File: src/rtl/fetch_unit.sv
// Instruction fetch: turns PC advances into imem requests, matches in-order responses to
// their PCs, buffers them for decode and squashes wrong-path work on redirect (FETCH_BYPASS_EN).
module fetch_unit #(
   parameter int          DEPTH    = 2,
   parameter logic [31:0] RESET_PC = 32'h0000_2000
) (
   input  logic        clk,
   input  logic        reset,
   input  logic [31:0] pc,
   input  logic [31:0] next_pc,
   input  logic        pc_select,
   output logic        pc_stall,
   output logic        imem_req_valid,
   input  logic        imem_req_ready,
   output logic [31:0] imem_req_addr,
   input  logic        imem_resp_valid,
   input  logic [31:0] imem_resp_data,
   output logic        inst_valid,
   input  logic        inst_ready,
   output logic [31:0] inst_data,
   output logic [31:0] inst_pc
);
   localparam int AW = $clog2(DEPTH);
   localparam int CW = $clog2(DEPTH) + 1;
   localparam logic [CW-1:0] DEPTH_C = CW'(DEPTH);

   typedef enum logic {FETCH, REPLAY} state_t;

   state_t          state_q, state_d;
   logic            first_q, first_d;
   logic [CW-1:0]   out_cnt_q, out_cnt_d, buf_cnt_q, buf_cnt_d, kill_q, kill_d;
   logic [AW-1:0]   pcf_wr_q, pcf_rd_q, ib_wr_q, ib_rd_q;
   logic [31:0]     pcf_mem [DEPTH];
   logic [31:0]     ib_pc   [DEPTH];
   logic [31:0]     ib_data [DEPTH];

   logic [CW-1:0]   occ;
   logic            accept, kill_nz, resp_live, byp, push, pop, iv_buf;
   logic            unused_addr_lsbs;

   assign unused_addr_lsbs = ^{pc[1:0], next_pc[1:0]};
   assign occ    = buf_cnt_q + out_cnt_q;
   assign accept = imem_req_valid & imem_req_ready;

   // State register
   always_ff @(posedge clk) begin
      if (!reset) state_q <= FETCH;
      else        state_q <= state_d;
   end

   // Next state
   always_comb begin
      state_d = state_q;
      case (state_q)
         FETCH:  if (pc_select && !accept) state_d = REPLAY;
         REPLAY: if (accept && !pc_select) state_d = FETCH;
         default: state_d = FETCH;
      endcase
   end

   // Outputs; the very first request after reset targets RESET_PC and leaves the PC alone
   always_comb begin
      imem_req_valid = 1'b0;
      imem_req_addr  = {next_pc[31:2], 2'b00};
      pc_stall       = 1'b1;
      if (reset) begin
         imem_req_valid = (occ < DEPTH_C);
         case (state_q)
            FETCH: begin
               if (first_q && !pc_select) begin
                  imem_req_addr = {RESET_PC[31:2], 2'b00};
               end else begin
                  pc_stall = !(imem_req_valid & imem_req_ready) & !pc_select;
               end
            end
            default: imem_req_addr = {pc[31:2], 2'b00};
         endcase
      end
   end

   assign kill_nz   = (kill_q != '0);
   assign resp_live = imem_resp_valid & !kill_nz;
   assign iv_buf    = reset & (buf_cnt_q != '0) & !pc_select;
   assign pop       = iv_buf & inst_ready;
`ifdef FETCH_BYPASS_EN
   assign byp = reset & resp_live & (buf_cnt_q == '0) & inst_ready & !pc_select;
`else
   assign byp = 1'b0;
`endif
   assign push       = resp_live & !pc_select & !byp;
   assign inst_valid = iv_buf | byp;
   assign inst_data  = byp ? imem_resp_data    : ib_data[ib_rd_q];
   assign inst_pc    = byp ? pcf_mem[pcf_rd_q] : ib_pc[ib_rd_q];

   // Redirect kills everything outstanding before this cycle, less the response landing now
   always_comb begin
      first_d   = first_q & !accept & !pc_select;
      out_cnt_d = out_cnt_q + CW'(accept) - CW'(imem_resp_valid);
      buf_cnt_d = pc_select ? '0 : buf_cnt_q + CW'(push) - CW'(pop);
      kill_d    = pc_select ? out_cnt_q - CW'(imem_resp_valid)
                            : kill_q - CW'(imem_resp_valid & kill_nz);
   end

   always_ff @(posedge clk) begin
      if (!reset) begin
         first_q   <= 1'b1;
         out_cnt_q <= '0;
         buf_cnt_q <= '0;
         kill_q    <= '0;
         pcf_wr_q  <= '0;
         pcf_rd_q  <= '0;
         ib_wr_q   <= '0;
         ib_rd_q   <= '0;
      end else begin
         first_q   <= first_d;
         out_cnt_q <= out_cnt_d;
         buf_cnt_q <= buf_cnt_d;
         kill_q    <= kill_d;
         pcf_wr_q  <= pcf_wr_q + AW'(accept);
         pcf_rd_q  <= pcf_rd_q + AW'(imem_resp_valid);
         if (pc_select) begin
            ib_wr_q <= '0;
            ib_rd_q <= '0;
         end else begin
            ib_wr_q <= ib_wr_q + AW'(push);
            ib_rd_q <= ib_rd_q + AW'(pop);
         end
      end
   end

   always_ff @(posedge clk) begin
      if (accept) pcf_mem[pcf_wr_q] <= imem_req_addr;
      if (push) begin
         ib_pc[ib_wr_q]   <= pcf_mem[pcf_rd_q];
         ib_data[ib_wr_q] <= imem_resp_data;
      end
   end

endmodule
File: config.mk
export PLATFORM = sky130hd
export DESIGN_NAME = fetch_unit
export DESIGN_NICKNAME = d
export VERILOG_FILES = /design/src/rtl/fetch_unit.sv
export SDC_FILE = /design/constraint.sdc
export NUM_CORES = 1
export LEC_CHECK = 0
export BUFFER_PORTS_ARGS = -buffer_cell sky130_fd_sc_hd__buf_2
export CORE_MARGIN = 4
export CORE_UTILIZATION = 44
export DETAILED_ROUTE_END_ITERATION = 8
export PLACE_DENSITY = 0.75
export SLEW_MARGIN = 25
export SYNTH_ARGS = -nofsm -noshare
export SYNTH_HDL_FRONTEND = slang
export SYNTH_SLANG_ARGS = --single-unit
File: constraint.sdc
create_clock -name clk -period 5.4 [get_ports clk]
set_input_delay 1.08 -clock clk [delete_from_list [all_inputs] [get_ports clk]]
set_output_delay 1.08 -clock clk [all_outputs]
set_load 0.05 [all_outputs]
; After elaboration in Yosys (flattened, before gate mapping)
; Memories as Yosys holds them, arrays and structs flattened. A register that Yosys moved wholly into a read port is not among the register bits.
; Index checks and enable logic that the tools add are counted.
[totals]
register_bits = 12
ramBits = 192
output_inout_bits = 99
wordCells = 65
memories = 3
[classes]
n_addsub = 11
order_cmp = 1
n_mux = 18
bitwise_logic = 13
n_reduce_logical = 10
[mem_list]
columns = memory, depth, width, rd, rd_clocked_by_memory_dff, write_ports, line
row1 = ib_data, 2, 32, 1, 1, 1, 35  ; logic [31:0] ib_data [DEPTH];
row2 = ib_pc, 2, 32, 1, 1, 1, 34  ; logic [31:0] ib_pc [DEPTH];
row3 = pcf_mem, 2, 32, 1, 1, 1, 33  ; logic [31:0] pcf_mem [DEPTH];
[op_table]
columns = operator, n
row1 = 32-bit two-way mux, 3
row2 = 1-bit two-way mux, 13
row3 = 1-bit bitwise AND, 11
row4 = 2-bit by 1-bit subtractor with 2-bit output, 4
row5 = 1-bit adder, 4
row6 = 2-bit by 1-bit adder with 2-bit output, 2
row7 = 1-bit logical NOT, 4
row8 = 2-bit nonzero test, 2
row9 = 1-bit logical AND, 3
row10 = 2-bit adder, 1
row11 = 2-bit less-than comparator (second input constant), 1
row12 = 2-bit two-way mux, 1
row13 = 1-bit NOT, 2
row14 = 1-bit one-hot mux with 2 select lines, 1
row15 = 2-bit OR reduction, 1

; Longest topological paths before layout
; Gate-level depths: netlist (run 1).
[logic_depth]
ltp_word = 8
depth_mapped = 10

; Worst setup path before layout (run 1)
; No wires, ideal clock.
[synth_timing]
path_type = input-to-reg
startpoint = in pc_select
endpoint = mem ib_data[1][0], enable pin
arrival_time_ps = 3317
t_required_ps = 4973
path_slack_ps = 1657
path_stages = 4
n_path_buf = 1
path_cell_list = buf_6 or4b_1 inv_2 ha_1
[synth_via]
elab_chain_cells = 4
[synth_lines]
columns = item, line
row1 = start: declaration, 11  ; input logic pc_select,
row2 = 1-bit logical NOT, 90  ; assign push = resp_live & !pc_select & !byp;
row3 = 1-bit bitwise AND, 90
row4 = 1-bit two-way mux, 133  ; if (push) begin
row5 = 1-bit two-way mux (not written as such), 135  ; ib_data[ib_wr_q] <= imem_resp_data;
row6 = end: declaration, 35
; No other way between the ends.

; Final worst setup path (run 1)
[layout_timing]
startpoint = in reset
endpoint = out imem_req_addr[13]
[layout_via]
elab_chain_cells = 1
[layout_lines]
columns = item, line
row1 = start: declaration, 8  ; input logic reset,
row2 = 32-bit two-way mux, 66  ; if (reset) begin
row3 = end: declaration, 15  ; output logic [31:0] imem_req_addr,
; No other way between the ends.

==> flow_summary.yaml, run 1 <==
floorplanning:
  start_util_pct: 44.9
  die_y_um: 141
  die_area_um2: 19800
  ioPinCount: 201
  coreArea_um2: 17200
  die_x_um: 141
  fp-row-count: 48
run_status:
  status: "complete, no violations"
grt:
  grt_max_degree: 64
  grt_pass1_wl_mm: 23.0
  antenna_found_initial: 0
  grt_pass1_vias: 4448
  grtUsageTotal_pct: 15.0
  overflow: 0
sta:
  max_slew_margin_pct: 38.9
  setup_viol: 0
  finalHoldViolCount: 0
  holdWs_ns: 0.530
  fin_skew_ns: 0.0168
  tightestPinTransition_ns: 0.916
  fin_setup_tns_ns: 0
  drv_slew: 0
  fmax_mhz: 259
  rsz0062_at_grt: "no"
  final.min_clock_period_ns: 3.86
  fin_crit_sh_pct: 71.4
clocking:
  htreeDepth: 4
  ctsResizeCount: 0
  post_cts_buffers: 0
  cts_buffers: 17
  cts.sinks: 197
  cts_tree: "done"
  clock_path_buffers: 2
  cts.clk_slew.worst_paths_ns: 0.07
  clock_insertion_delay_worst_skew_ns: 0.43
  root_buffer: "clkbuf_16"
  cts_hold_buf: 0
layout:
  layout-drive-gt1-share_pct: 53.2
  antenna-diode-count: 0
  final_nets: 715
  area_delta_synth_final_pct: 22.5
power:
  p_leak_uw: 0.00355
  cellPowerDensity_nw_per_um2: 383
  ir_drop_uv: 205
logic_synthesis:
  netlist_instances: 410
  synth_compound_area_share_pct: 4.35
  synth_top_family_by_area: "multiplexers"
  synth_simple_gate_area_share_pct: 2.14
  synth_cell_types: 36
  synth_adder_area_share_pct: 1.62
  synth_ff_type: "edfxtp_1"
  syn_area_um2: 7730
  ys_async_sr_fraction_pct: 0
  synthXorXnorAreaFrac_pct: 1.00
  muxShareOfSynthArea_pct: 13.7
  seq_area_frac_synth_pct: 74.8
  synth_area_per_cell_um2: 18.9
  yosysWarningCount: 0
  synth-edff-count: 184
  synth_seq_cells: 197
flow_run:
  cap_violations: 0
placed_design:
  io_buffers: 192
  place_congestion: 0.747
  hpwl_mm: 9.85
critical_path:
  critPathKind: "in2out"
  required_ns: 4.32
  startpoint: "reset"
  start_kind: "input pin"
  crit_path_max_fanout: 22
  r2r-start: "buf_cnt_q[1]"
  end_kind: "primary output"
  arrival_ns: 2.78
hold_path:
  hold_path.class: "reg2reg"
  hold_start: "first_q"
drt:
  num_vias: 4216
  routed_wl_mm: 14.9
  drt_pass1_iterations: 4
  wl_per_cell_um: 17.7
  drc: 0
  drt-initial-drc-count: 214
  vias_per_cell: 5.01
  ant_nets: 0
## where the power goes
group / switching, uW / leakage [uW] / internal, uW
clock network: 583 / 0.000290 / 658
logic: 392 / 0.00147 / 176
registers: 38.0 / 0.00179 / 1780
## through the flow
step | total power (uW) | worst slack, ns | utilization, % | std cells | instance area, um^2
after global placement | 2400 | 1.58 | 51.6 | 809 | 8890
after floorplan | 2270 | 1.66 | - | 413 | 7750
final | 3630 | 1.54 | 55.0 | 841 | 9480
after detailed placement | 2430 | 1.53 | 51.6 | 809 | 8890
after global routing | 3760 | 1.45 | 55.0 | 841 | 9480
after CTS | 3660 | 1.53 | 55.0 | 841 | 9480
## cells by family (layout without fill, tap and decap cells)
group	after synthesis	after routing
buffers and inverters	32	235
multiplexers	94	94
XOR/XNOR	8	8
flip-flops	197	197
AO/OA/AOI/OAI	40	40
other	1	4
AND/OR/NAND/NOR	28	28
adder cells (fa/ha/maj)	10	10
## cells in the final DEF (no fill, tap or decap), types with 6 or more instances in the layout
master and instances:
and2_1 9, inv_1 9, a22o_1 29, ha_1 6
mux2_2 92, inv_6 6, edfxtp_1 184, dfxtp_1 11
nor2_1 6, buf_2 192, clkbuf_16 17
## final cells by class
type / count / area (um^2)
repair buffers: 193 / 968
clock inverters: 15 / 164
multi-input cells: 184 / 1810
well taps: 225 / 282
fillers: 1367 / 7760
flip-flops and latches: 197 / 5790
clock buffers: 17 / 425
inverters: 10 / 37.5
## cell usage after synthesis, types with 3 or more instances
cell | n | share of area, %
xor2_1 | 4 | 0.45
buf_6 | 4 | 0.58
nor2_1 | 6 | 0.29
mux2_2 | 92 | 13
dfxtp_1 | 13 | 3.4
nand3_1 | 3 | 0.19
edfxtp_1 | 184 | 71
xnor2_1 | 3 | 0.34
a22o_1 | 29 | 3.3
buf_4 | 4 | 0.39
and2_1 | 9 | 0.73
buf_2 | 13 | 0.84
ha_1 | 10 | 1.6
inv_1 | 9 | 0.44
## layer usage
metal,GRT usage [%],part of all wire (%),up-vias
li1,-,-,1983
met1,18.3,42,2065
met2,25.5,50,150
met3,4.38,6.3,18
met4,5.35,1.6,0
met5,0,0,-
## state kept, by name, summed over array words and instances, names as in the netlist, named ones only
signal	count
pcf_wr_q	1
pcf_rd_q	1
ib_rd_q	1
first_q	1
ib_wr_q	1
ib_data	64
buf_cnt_q	2
kill_q	2
pcf_mem	60
out_cnt_q	2
ib_pc	60
state_q	1
## path summary, 6_finish.rpt
kind	end	slack [ns]	depth (start not counted)
hold / removal	first_q	0.53	2
setup / recovery	imem_req_addr[13]	1.54	6
hold reg to reg	first_q	0.53	2
setup reg to reg	pcf_mem[1][7]	3.04	4
## worst max-delay path, cell delays in order
cell and delay [ns]:
buf_2 0.18, and2_1 0.32, buf_4 0.29, nor2b_1 0.15
a21oi_1 0.37, buf_2 0.35
Power figures use the tool's default switching activity.
==> run 2, diff against run 1 <==
- ABC_AREA: not set -> 1
- clock period: 5.4 -> 3.9 ns (I/O delays scaled with it)
==> run 2 against run 1 <==
  * Critical path depth shrank 1
  * Global-route usage is essentially flat
  * Non-clock buffer count grew 3
  * Power grew 35%
  * Via count grew 12%
  * Design area grew 0.30%
  * Sequential share of layout area shrank 0.22 points
  * Cell count grew 18%
  * Clock skew shrank 0.0074 ns
  * First-iteration DRC count shrank 16%
  * Flip-flop and latch count is the same
==> flow_summary.yaml, run 2 <==
floorplanning:
  ioPinCount: 201
  die_x_um: 141
  die_area_um2: 19800
  fp-row-count: 48
  die_y_um: 141
  coreArea_um2: 17200
  start_util_pct: 44.9
logic_synthesis:
  synth_simple_gate_area_share_pct: 11.4
  synth_cell_types: 24
  synth_top_area_share_pct: 71.4
  synth_top_family_by_area: "simple AND/OR/NAND/NOR gates"
  synth-edff-count: 184
  synthTopCellsByArea: "edfxtp_1, nand2_1, mux2_2"
  synth_seq_cells: 197
  yosysMostFrequentCell: "nand2_1"
  synth_common_cells: "nand2_1, edfxtp_1, mux2_2"
  syn_area_um2: 7740
  ys_async_sr_fraction_pct: 0
  synth_ff_type: "edfxtp_1"
  yosysWarningCount: 0
  synth_area_per_cell_um2: 13.8
  synth_adder_area_share_pct: 1.62
  netlist_instances: 561
  seq_area_frac_synth_pct: 74.8
  yosysTopAreaCell: "edfxtp_1"
  synth_compound_area_share_pct: 3.90
  synthXorXnorAreaFrac_pct: 0.566
  muxShareOfSynthArea_pct: 4.37
sta:
  tightestPinTransition_ns: 0.931
  max_slew_margin_pct: 37.9
  fin_crit_sh_pct: 73.5
  finalHoldViolCount: 0
  setup_viol: 0
  drv_slew: 0
  fin_skew_ns: 0.00937
  fmax_mhz: 349
  final.min_clock_period_ns: 2.87
  rsz0062_at_grt: "no"
  fin_setup_tns_ns: 0
power:
  p_leak_uw: 0.00397
  combPwrFrac_pct: 13.0
  pwr-share-seq_pct: 50.4
  power_frac_clock_pct: 36.6
  fin_total_pwr_uw: 4880
  cellPowerDensity_nw_per_um2: 513
  switchingPower_uw: 1290
  p_int_uw: 3590
  sw_frac_of_total_pct: 26.5
  ir_drop_uv: 320
grt:
  grtUsageTotal_pct: 15.0
  grt_max_degree: 64
  overflow: 0
  grt_pass1_wl_mm: 22.7
  grt_pass1_vias: 4582
  antenna_found_initial: 0
layout:
  mostFrequentLayoutCell: "nand2_1"
  final_nets: 864
  top_register: "ib_data"
  largest_reg_flops: 64
  final_cell_mix: "nand2_1, buf_2, edfxtp_1, mux2_2, a22o_1"
  layout-drive-gt1-share_pct: 35.7
  reg_top3: "ib_data (64), ib_pc (60), pcf_mem (60)"
  antenna-diode-count: 0
  area_delta_synth_final_pct: 22.9
clocking:
  clock_insertion_delay_worst_skew_ns: 0.42
  cts.clk_slew.worst_paths_ns: 0.07
  cts.sinks: 197
  cts_buffers: 17
  cts_tree: "done"
  root_buffer: "clkbuf_16"
  ctsResizeCount: 0
  clock_path_buffers: 2
  htreeDepth: 4
  cts_hold_buf: 0
  post_cts_buffers: 0
critical_path:
  cpMostUsedCell: "buf_2"
  crit_path_max_fanout: 29
  critPathBufInv: 3
  cp_cell_sequence: "buf_2 > nand2_4 > inv_2 > a22o_1 > buf_2"
  r2r_setup_slack_ns: 1.70
  end_kind: "primary output"
  slowest_delay_ns: 0.40
  required_ns: 3.12
  cp_top_family: "buffers and inverters"
  arrival_ns: 2.09
  start_kind: "input pin"
  critPathKind: "in2out"
  cp_slowest_cell: "inv_2"
hold_path:
  hold_path.class: "reg2reg"
drt:
  drc: 0
  routed_wl_mm: 14.9
  vias_per_cell: 4.78
  ant_nets: 0
  drt-initial-drc-count: 179
  num_vias: 4734
  drt_pass1_iterations: 4
  wl_per_cell_um: 15.0
placed_design:
  io_buffers: 192
  hpwl_mm: 9.51
  place_congestion: 0.749
run_status:
  status: "complete, no violations"
flow_run:
  cap_violations: 0
## run 2: changes by cell type in the layout (fill, tap and decap cells not counted), sizes merged, moves of 2 or more
| cell | change |
|---|---|
| and2 | -9 |
| clkinvlp | +2 |
| mux2i | -2 |
| mux2 | -62 |
| xor2 | -3 |
| a21bo | -2 |
| nor2b | -2 |
| inv | +12 |
| buf | +3 |
| a21oi | +3 |
| nand2 | +209 |
| nor2 | +8 |
| nand2b | -2 |
## run 2: cell families after synthesis
family,count (synthesis)
adders and majority gates,10
other,1
AOI/OAI and AO/OA,38
and+or+nand+nor,229
muxes,30
buffers and inverters,51
DFF,197
xor gates and xnor gates,5
## run 2: power by group through the flow
stage | logic [uW] | registers (uW) | clock network, uW
finish | 636 | 2460 | 1780
global route | 681 | 2470 | 1910
global placement | 629 | 2500 | 0
CTS | 642 | 2460 | 1820
detailed placement | 640 | 2510 | 0
floorplan | 473 | 2500 | 0
## run 2: per-layer routing
metal / wire, um / part of all wire [%] / track usage [%] / vias up
li1: - / - / - / 2326
met1: 6260 / 42 / 18.1 / 2218
met2: 7440 / 50 / 26.3 / 176
met3: 1050 / 7.1 / 4.31 / 14
met4: 145 / 0.97 / 4.69 / 0
met5: 0 / 0 / 0 / -
## run 2: area by class of cell
| cell class | count | area, um^2 |
|---|---|---|
| Fill cell | 1419 | 7730 |
| Multi-Input combinational cell | 316 | 1740 |
| Clock inverter | 15 | 194 |
| Sequential cell | 197 | 5790 |
| Inverter | 24 | 90.1 |
| Timing Repair Buffer | 196 | 991 |
| Clock buffer | 17 | 425 |
| Tap cell | 225 | 282 |
## run 2: tightest hold or removal path: cells and delay by family (launching register included)
| kind | cells | cell delay [ns] |
|---|---|---|
| flip-flops | 1 | 0.33 |
| XOR/XNOR | 1 | 0.08 |
| AND/OR/NAND/NOR | 1 | 0.07 |
## run 2: worst paths after layout
path | startpoint | endpoint | depth (start not counted)
setup reg to reg | buf_cnt_q[1] | pcf_mem[0][30] | 6
hold reg to reg | pcf_rd_q | pcf_rd_q | 2
hold / removal | pcf_rd_q | pcf_rd_q | 2
setup / recovery | reset | imem_req_addr[26] | 5
## run 2: metrics by stage
stage	setup slack, ns	cell area (um^2)	hold WS [ns]	std cells	util (%)
after floorplan	0.891	7750	0.471	564	-
after global placement	1.04	8890	0.488	958	51.6
after detailed placement	1.02	8890	0.500	958	51.6
after CTS	0.994	9510	0.518	990	55.1
after global routing	0.845	9510	0.515	990	55.1
final	1.03	9510	0.516	990	55.1
==> run 3, diff against run 2 <==
- PLACE_DENSITY: 0.75 -> 0.78
- clock period: 3.9 -> 2.4 ns (I/O delays scaled with it)
==> run 3 against run 2 <==
  * Combinational power increased by 73%
  * Non-clock buffer count increased by 11
  * Worst setup slack got worse by 0.90 ns
  * Register-to-register slack got worse by 1.3 ns
  * Die area unchanged
  * Sequential power increased by 62%
  * Design area increased by 3.0%
==> flow_summary.yaml, run 3 (synthesis results as in run 2) <==
clocking:
  htreeDepth: 4
  post_cts_buffers: 0
  root_buffer: "clkbuf_16"
  clock_path_buffers: 2
  cts_buffers: 17
  clock_insertion_delay_worst_skew_ns: 0.42
  cts_tree: "done"
  cts.sinks: 197
  cts.clk_slew.worst_paths_ns: 0.07
sta:
  max_slew_margin_pct: 64.6
  fin_skew_ns: 0.0118
  holdWs_ns: 0.246
  setup_viol: 0
  fmax_mhz: 442
  finalHoldViolCount: 0
  final.min_clock_period_ns: 2.26
  setup_ws_ns: 0.136
  fin_crit_sh_pct: 94.3
  rsz0062_at_grt: "no"
  tightestPinTransition_ns: 0.531
  drv_slew: 0
drt:
  wl_per_cell_um: 15.0
  drt-initial-drc-count: 158
  drc: 0
  routed_wl_mm: 15.1
  num_vias: 4835
  drt_pass1_iterations: 4
  ant_nets: 0
  vias_per_cell: 4.83
layout:
  multi_input_area_um2: 1730
  nFillCells: 1388
  fin_util_pct: 56.8
  area_delta_synth_final_pct: 26.5
  largest_reg_flops: 64
  final_cell_mix: "nand2_1, edfxtp_1, buf_2, mux2_2, a22o_1"
  layout-drive-gt1-share_pct: 36.3
  antenna-diode-count: 0
  reg_top3: "ib_data (64), ib_pc (60), pcf_mem (60)"
  final_nets: 875
  mostFrequentLayoutCell: "nand2_1"
  top_register: "ib_data"
  final-seq-area_um2: 5790
hold_path:
  hold_path.class: "in2reg"
power:
  combPwrFrac_pct: 13.4
  p_int_uw: 6150
  switchingPower_uw: 2010
  power_frac_clock_pct: 37.6
  p_leak_uw: 0.00410
  sw_frac_of_total_pct: 24.6
  ir_drop_uv: 495
  cellPowerDensity_nw_per_um2: 833
  pwr-share-seq_pct: 49.0
critical_path:
  critPathKind: "reg2out"
  arrival_ns: 1.78
  required_ns: 1.92
  critPathBufInv: 3
  cp_slowest_cell: "dfxtp_2"
  end_kind: "primary output"
  start_kind: "flop"
  crit_path_max_fanout: 17
  cp_top_family: "buffers and inverters"
  cp_cell_sequence: "inv_1 > nand2_2 > nand2_1 > buf_4 > a22o_1 > buf_2"
  slowest_delay_ns: 0.35
grt:
  grt_pass1_vias: 4810
  grt_max_degree: 64
  grt_pass1_wl_mm: 23.8
  grtUsageTotal_pct: 15.5
  overflow: 0
  antenna_found_initial: 0
floorplanning:
  die_y_um: 141
  die_x_um: 141
  die_area_um2: 19800
  start_util_pct: 44.9
  coreArea_um2: 17200
  fp-row-count: 48
  ioPinCount: 201
run_status:
  status: "complete, no violations"
placed_design:
  place_congestion: 0.797
  hpwl_mm: 10.3
  io_buffers: 192
  dp_slack_ns: 0.217
flow_run:
  cap_violations: 0
run 3: timing repair:
item | 4_1_cts | 5_1_grt
endpoints found under the setup margin | 0 | 56
gates resized for setup | 0 | 3
endpoints found under the hold margin | 0 | 0
hold buffers | 0 | 0
run 3: power by group through the flow:
stage          Combinational [uW]  Sequential (uW)  Clock (uW)
2_1_floorplan                 768             4060           0
3_3_place_gp                 1080             4060           0
3_5_place_dp                 1100             4070           0
4_1_cts                      1110             3990        3130
5_1_grt                      1170             4010        3280
6_report                     1100             3990        3060
run 3: per-stage QoR:
stage | total power, uW | setup TNS, ns | std cells | area [um^2]
3_5_place_dp | 5170 | 0 | 969 | 9130
5_1_grt | 8460 | 0 | 1001 | 9790
4_1_cts | 8240 | 0 | 1001 | 9780
3_3_place_gp | 5140 | 0 | 969 | 9130
2_1_floorplan | 4830 | -38.32 | 564 | 7750
6_report | 8150 | 0 | 1001 | 9790
run 3: final timing paths:
check               startpoint                 to  slack [ns]  depth (start not counted)
max                    state_q  imem_req_addr[24]        0.14                          6
min          imem_resp_data[7]      ib_data[1][7]        0.25                          1
max reg2reg       buf_cnt_q[1]       out_cnt_q[1]        0.38                         12
min reg2reg           pcf_rd_q           pcf_rd_q        0.52                          2
run 3: per-layer routing:
layer	part of all wire (%)	wire, um	global-route usage [%]
met1	42	6310	19.1
met2	51	7710	27.2
met3	5.9	894	3.77
met4	0.96	144	4.28
met5	0	0	0
run 3: cell type report:
type	instances	area share (%)
Sequential cell	197	59.1
Multi-Input combinational cell	316	17.7
Timing Repair Buffer	207	12.7
Clock buffer	18	4.38
Tap cell	225	2.88
Clock inverter	14	2.25
Inverter	24	0.920
